**src/rtl/mem_arbiter_pkg.sv**
```systemverilog
// Shared types and default constants for the main-memory arbiter.
// Optional fairness feature is selected with the ARB_FAIR_EN macro.
package mem_arbiter_pkg;

    typedef enum logic [1:0] {
        IDLE = 2'd0,
        IACC = 2'd1,
        DACC = 2'd2,
        DONE = 2'd3
    } arb_state_t;

    typedef enum logic {
        OWN_I = 1'b0,
        OWN_D = 1'b1
    } arb_owner_t;

    localparam int DEF_ADDR_W      = 32;
    localparam int DEF_DATA_W      = 32;
    localparam int DEF_TIMEOUT     = 255;
    localparam int DEF_MAX_DSTREAK = 4;

    // True while the RAM port is being driven for an access.
    function automatic logic in_access(input arb_state_t s);
        return (s == IACC) || (s == DACC);
    endfunction

endpackage

```
**src/rtl/mem_arbiter_timer.sv**
```systemverilog
// Access watchdog: clear/enable counter that saturates at TIMEOUT-1
// and flags expiry when it gets there.
module arb_timer #(
    parameter int TIMEOUT = 255
) (
    input  logic clk,
    input  logic rst,
    input  logic clr,
    input  logic en,
    output logic expired
);

    // Counts 0 .. TIMEOUT-1, so clog2(TIMEOUT) bits suffice (minimum one bit).
    localparam int TW = (TIMEOUT > 1) ? $clog2(TIMEOUT) : 1;
    localparam logic [TW-1:0] LAST = TW'(TIMEOUT - 1);

    logic [TW-1:0] count_r;

    // Cycle counter for the current access, held at its last value once expired.
    always_ff @(posedge clk or posedge rst) begin
        if (rst) begin
            count_r <= {TW{1'b0}};
        end else if (clr) begin
            count_r <= {TW{1'b0}};
        end else if (en && (count_r != LAST)) begin
            count_r <= count_r + TW'(1);
        end else begin
            count_r <= count_r;
        end
    end

    assign expired = (count_r == LAST);

endmodule

```
**src/rtl/mem_arbiter.sv**
```systemverilog
// Arbiter sharing one RAM port between instruction fetch and data access.
// Data has priority; a watchdog turns a hung access into an error completion.
// Define ARB_FAIR_EN to bound how many data grants can starve a waiting fetch.
module mem_arbiter
    import mem_arbiter_pkg::*;
#(
    parameter int ADDR_W      = DEF_ADDR_W,
    parameter int DATA_W      = DEF_DATA_W,
    parameter int TIMEOUT     = DEF_TIMEOUT,
    parameter int MAX_DSTREAK = DEF_MAX_DSTREAK
) (
    input  logic              CLK,
    input  logic              RST,
    input  logic              iREN,
    input  logic [ADDR_W-1:0] iaddr,
    output logic              ihit,
    output logic [DATA_W-1:0] iload,
    input  logic              dREN,
    input  logic              dWEN,
    input  logic [ADDR_W-1:0] daddr,
    input  logic [DATA_W-1:0] dstore,
    output logic              dhit,
    output logic [DATA_W-1:0] dload,
    output logic              ramREN,
    output logic              ramWEN,
    output logic [ADDR_W-1:0] ramaddr,
    output logic [DATA_W-1:0] ramstore,
    input  logic [DATA_W-1:0] ramload,
    input  logic              ram_ready,
    output logic              err
);

    // Parameter range guard, evaluated at elaboration.
    if (TIMEOUT < 1 || MAX_DSTREAK < 1) begin : g_bad_param
        $error("mem_arbiter: TIMEOUT and MAX_DSTREAK must be at least 1");
    end

    arb_state_t        state_r;
    arb_owner_t        owner_r;
    logic [ADDR_W-1:0] addr_r;
    logic [DATA_W-1:0] store_r;
    logic [DATA_W-1:0] iload_r;
    logic [DATA_W-1:0] dload_r;
    logic              ihit_r;
    logic              dhit_r;
    logic              err_r;
    logic              ren_r;
    logic              wen_r;
    logic              grant_d_s;
    logic              grant_i_s;
    logic              timer_clr_s;
    logic              timer_en_s;
    logic              expired_s;

`ifdef ARB_FAIR_EN
    localparam int SW = $clog2(MAX_DSTREAK + 1);
    logic [SW-1:0] streak_r;
`endif

    // Grant selection in IDLE: data first, unless a fetch has been starved too long.
    always_comb begin
        grant_d_s = 1'b0;
        grant_i_s = 1'b0;
        if (dREN || dWEN) begin
            grant_d_s = 1'b1;
        end else if (iREN) begin
            grant_i_s = 1'b1;
        end else begin
            grant_i_s = 1'b0;
        end
`ifdef ARB_FAIR_EN
        if (iREN && (streak_r == SW'(MAX_DSTREAK))) begin
            grant_d_s = 1'b0;
            grant_i_s = 1'b1;
        end else begin
            grant_i_s = grant_i_s;
        end
`endif
    end

    assign timer_en_s  = in_access(state_r);
    assign timer_clr_s = !in_access(state_r);

    arb_timer #(
        .TIMEOUT (TIMEOUT)
    ) u_timer (
        .clk     (CLK),
        .rst     (RST),
        .clr     (timer_clr_s),
        .en      (timer_en_s),
        .expired (expired_s)
    );

    // Arbiter FSM with registered RAM strobes, hit pulses and returned data.
    always_ff @(posedge CLK or posedge RST) begin
        if (RST) begin
            state_r  <= IDLE;
            owner_r  <= OWN_I;
            addr_r   <= {ADDR_W{1'b0}};
            store_r  <= {DATA_W{1'b0}};
            iload_r  <= {DATA_W{1'b0}};
            dload_r  <= {DATA_W{1'b0}};
            ihit_r   <= 1'b0;
            dhit_r   <= 1'b0;
            err_r    <= 1'b0;
            ren_r    <= 1'b0;
            wen_r    <= 1'b0;
`ifdef ARB_FAIR_EN
            streak_r <= {SW{1'b0}};
`endif
        end else begin
            case (state_r)
                IDLE: begin
                    ihit_r <= 1'b0;
                    dhit_r <= 1'b0;
                    err_r  <= 1'b0;
                    if (grant_d_s) begin
                        // A combined read+write request is performed as a write.
                        addr_r  <= daddr;
                        store_r <= dstore;
                        owner_r <= OWN_D;
                        ren_r   <= !dWEN;
                        wen_r   <= dWEN;
                        state_r <= DACC;
`ifdef ARB_FAIR_EN
                        if (iREN) begin
                            streak_r <= streak_r + SW'(1);
                        end else begin
                            streak_r <= streak_r;
                        end
`endif
                    end else if (grant_i_s) begin
                        addr_r  <= iaddr;
                        owner_r <= OWN_I;
                        ren_r   <= 1'b1;
                        wen_r   <= 1'b0;
                        state_r <= IACC;
`ifdef ARB_FAIR_EN
                        streak_r <= {SW{1'b0}};
`endif
                    end else begin
                        state_r <= IDLE;
                    end
                end
                IACC, DACC: begin
                    if (ram_ready) begin
                        if (owner_r == OWN_D) begin
                            dload_r <= ramload;
                        end else begin
                            iload_r <= ramload;
                        end
                        ihit_r  <= (owner_r == OWN_I);
                        dhit_r  <= (owner_r == OWN_D);
                        err_r   <= 1'b0;
                        ren_r   <= 1'b0;
                        wen_r   <= 1'b0;
                        state_r <= DONE;
                    end else if (expired_s) begin
                        if (owner_r == OWN_D) begin
                            dload_r <= {DATA_W{1'b0}};
                        end else begin
                            iload_r <= {DATA_W{1'b0}};
                        end
                        ihit_r  <= (owner_r == OWN_I);
                        dhit_r  <= (owner_r == OWN_D);
                        err_r   <= 1'b1;
                        ren_r   <= 1'b0;
                        wen_r   <= 1'b0;
                        state_r <= DONE;
                    end else begin
                        state_r <= state_r;
                    end
                end
                DONE: begin
                    // One-cycle gap so a still-held request is not granted twice.
                    ihit_r  <= 1'b0;
                    dhit_r  <= 1'b0;
                    err_r   <= 1'b0;
                    ren_r   <= 1'b0;
                    wen_r   <= 1'b0;
                    state_r <= IDLE;
                end
                default: begin
                    ihit_r  <= 1'b0;
                    dhit_r  <= 1'b0;
                    err_r   <= 1'b0;
                    ren_r   <= 1'b0;
                    wen_r   <= 1'b0;
                    state_r <= IDLE;
                end
            endcase
        end
    end

    assign ihit     = ihit_r;
    assign dhit     = dhit_r;
    assign err      = err_r;
    assign iload    = iload_r;
    assign dload    = dload_r;
    assign ramREN   = ren_r;
    assign ramWEN   = wen_r;
    assign ramaddr  = addr_r;
    assign ramstore = store_r;

endmodule
```
**config.mk**
```make
export PLATFORM = sky130hd
export DESIGN_NAME = mem_arbiter
export DESIGN_NICKNAME = d
export VERILOG_FILES = /design/src/rtl/mem_arbiter_pkg.sv /design/src/rtl/mem_arbiter_timer.sv /design/src/rtl/mem_arbiter.sv
export SDC_FILE = /design/constraint.sdc
export NUM_CORES = 1
export LEC_CHECK = 0
export CAP_MARGIN = 0
export CORE_AREA = 2 2 128 130
export CTS_CLUSTER_DIAMETER = 50
export CTS_CLUSTER_SIZE = 8
export DETAILED_ROUTE_END_ITERATION = 8
export DIE_AREA = 0 0 130 132
export GPL_TIMING_DRIVEN = 0
export PLACE_DENSITY_LB_ADDON = 0.2
export SLEW_MARGIN = 20
export SYNTH_ARGS = -nofsm -noshare
export SYNTH_HDL_FRONTEND = slang
export SYNTH_SLANG_ARGS = --single-unit
```
**constraint.sdc**
```tcl
create_clock -name CLK -period 5.08 [get_ports CLK]
set_input_delay 1.016 -clock CLK [delete_from_list [all_inputs] [get_ports CLK]]
set_output_delay 1.016 -clock CLK [all_outputs]
set_load 0.02 [all_outputs]
```
==> results.py <==
metrics = {
    "status": {
        "status": "finished, final reports clean",
    },
    "setup_path": {
        "crit_required_ps": 4060,
        "cp_max_fo": 2,
        "worst-path-buf-inv": 1,
        "worstPathArrival_ps": 1430,
        "cp_top_family": "buffers and inverters",
        "end_kind": "output port",
        "cp_cell_sequence": "clkdlybuf4s50_1",
        "worstSetupStartpointType": "flip-flop",
        "crit_slowest_cell": "clkdlybuf4s50_1",
        "cpPeakStageDelay_ps": 670,
        "worstSetupPathType": "reg -> out",
    },
    "placed_design": {
        "place_congestion": 0.789,
        "dp_slack_ps": 2290,
        "numPortBuffers": 266,
        "dp.cells": 917,
        "hpwlAfterDp_um": 11800,
    },
    "timing": {
        "setup-violations-final": 0,
        "finalSetupTns_ps": 0,
        "hold_violations": 0,
        "worst_pin_slew_ps": 535,
        "slew_viol_final": 0,
        "relSlewSlack": 0.643,
        "layout_worst_path_cycle_share": 0.482,
        "fmax_mhz": 408,
        "clock_skew_ps": 10.9,
        "setup_ws_ps": 2630,
        "rsz0062_at_grt": "false",
        "period_needed_ps": 2450,
    },
    "synth": {
        "syn_inst": 434,
        "yosysWarnings": 0,
        "synth_area_per_cell_um2": 13.3,
        "synthTopCellsByArea": "dfrtp_1, a22o_1, mux2_2",
        "synth_top_area_share": 0.623,
        "netlist_top_cells_count": "dfrtp_1, a22o_1, nand2_1",
        "yosysMostFrequentCell": "dfrtp_1",
        "synth_edf_count": 0,
        "synth.distinct_cells": 35,
        "synth-seq-cells": 144,
        "yosysSeqAreaShare": 0.623,
        "syn-num-nets": 572,
        "netlist_area_mm2": 0.00578,
        "synth_area_leader_cell": "dfrtp_1",
        "ys.flop_type": "dfrtp_1",
        "async_reset_ff_frac": 1.00,
    },
    "die": {
        "fp.dieH_um": 132,
        "fp.dieW_um": 130,
        "rows": 46,
        "die-area_mm2": 0.0172,
        "core_mm2": 0.0157,
        "boundaryPins": 267,
        "initial_utilization": 0.368,
    },
    "clock_network": {
        "cts_resized": 0,
        "cts_made_buffers": 17,
        "htreeDepth": 4,
        "cts.sinks": 144,
        "root_buffer": "clkbuf_16",
        "tritoncts": "done",
        "clk_pin_slew_worst_paths_ps": 60,
        "cts_buffer_depth": 2,
        "clkLatencyLatePin_ps": 420,
        "cts_setup_buffers": 0,
        "cts_hold_buf": 0,
    },
    "power": {
        "powerDensity_mw_per_mm2": 664,
        "leakagePower_nw": 4.10,
        "irDropWorstVdd_mv": 0.278,
    },
    "layout": {
        "syn2layout_area_growth_pct": 61.0,
        "final_cells": 949,
        "utilization": 0.592,
        "diodes": 0,
        "drive_gt1_frac": 0.130,
        "nNetsFinal": 858,
    },
    "routing": {
        "antenna_left": 0,
        "drcViolationCount": 0,
        "finalWirelength_um": 15700,
        "num_vias": 4621,
        "dr.pass1.iters": 4,
        "drt_iter0_drc": 127,
        "routed_via_density": 4.87,
        "wl_per_cell_um": 16.5,
    },
    "global_route": {
        "grt_usage": 0.190,
        "grt_overflow": 0,
        "grt_pass1_vias": 4945,
        "grt_first_pass_wirelength_um": 25500,
        "grt_start_max_net_pins": 99,
        "antenna_found_initial": 0,
    },
    "worst_hold_path": {
        "holdCritPathClass": "reg -> reg",
    },
    "run": {
        "cap_violations": 0,
    },
}
per-stage QoR:
step | area [µm²] | power (W) | hold WS [ps]
CTS | 9310 | 0.00626 | 468
finish | 9310 | 0.00618 | 475
detailed placement | 8750 | 0.00505 | 461
global route | 9310 | 0.00657 | 493
global placement | 8710 | 0.00498 | 453
floorplan | 5780 | 0.00358 | 435
final timing paths:
| path | from | end | slack [ps] | depth (start not counted) |
|---|---|---|---|---|
| worst max-delay path | iload[6] | iload[6] | 2630 | 1 |
| worst min-delay path | u_timer.count_r[5] | u_timer.count_r[5] | 470 | 1 |
| worst max register to register | state_r[1] | iload[4] | 3120 | 6 |
| worst min register to register | u_timer.count_r[5] | u_timer.count_r[5] | 470 | 1 |
| max in group asynchronous | RST | dload[22] | 3300 | 3 |
| min in group asynchronous | RST | ramstore[31] | 980 | 2 |
final cells by class:
class	count	area (µm²)
Tap cell	216	270
Sequential cell	144	3600
Fill cell	1286	6400
Inverter	6	30.0
Multi-Input combinational cell	254	1950
Timing Repair Buffer	267	2690
Buffer	30	206
Clock inverter	14	121
Clock buffer	18	439
report_power, final:
group	switching, W	leakage (nW)	total (W)	internal, W
Clock	0.000517	0.267	0.00117	0.000654
Combinational	0.00151	2.05	0.00303	0.00152
Sequential	0.000293	1.78	0.00198	0.00169
flip-flops by register name (all words and copies together), names as in the netlist, 2 cells and up:
name             count
dload               32
iload               32
ramaddr             32
ramstore            32
u_timer.count_r      8
state_r              2
worst reg2reg max path: stages, from the launching register on:
cell	delay (ps)
dfrtp_1	350
inv_1	60
ha_1	400
nand2_1	80
nor2_1	310
clkbuf_1	460
a22o_1	240
layer usage:
metal | vias to the layer above | part of all wire | GRT usage
met3 | 25 | 0.097 | 0.0763
met5 | - | 0 | 0
met1 | 2235 | 0.41 | 0.231
met4 | 0 | 0.023 | 0.0735
li1 | 2138 | - | -
met2 | 223 | 0.47 | 0.302
placed cells by master (no fill, tap or decap), types with 3 or more instances in the layout:
master | synthesis | layout
a21oi_1 | 4 | 4
a22o_1 | 64 | 64
a31oi_1 | 3 | 3
and2_1 | 4 | 4
and3_1 | 5 | 5
buf_2 | 6 | 6
buf_4 | 9 | 9
buf_6 | 7 | 7
clkbuf_1 | 8 | 8
clkbuf_16 | 0 | 17
clkdlybuf4s50_1 | 0 | 266
clkinv_4 | 0 | 3
clkinvlp_4 | 0 | 3
dfrtp_1 | 144 | 144
ha_1 | 4 | 4
inv_1 | 6 | 5
inv_6 | 0 | 7
mux2_2 | 32 | 32
mux2i_1 | 32 | 32
nand2_1 | 43 | 43
nand3_1 | 3 | 3
o21ai_0 | 38 | 38
xnor2_1 | 3 | 3
logic make-up (layout without fill, tap and decap cells):
kind of cell    Yosys count  in the layout  share of synthesized area
compound gates          116            116                      0.148
xor+xnor                  4              4                    0.00606
fa+ha+maj                 4              4                    0.00866
buf+inv                  36            335                     0.0396
flops                   144            144                      0.623
mux                      64             64                      0.118
simple gates             66             66                     0.0563
(Power assumes the default switching activity.)
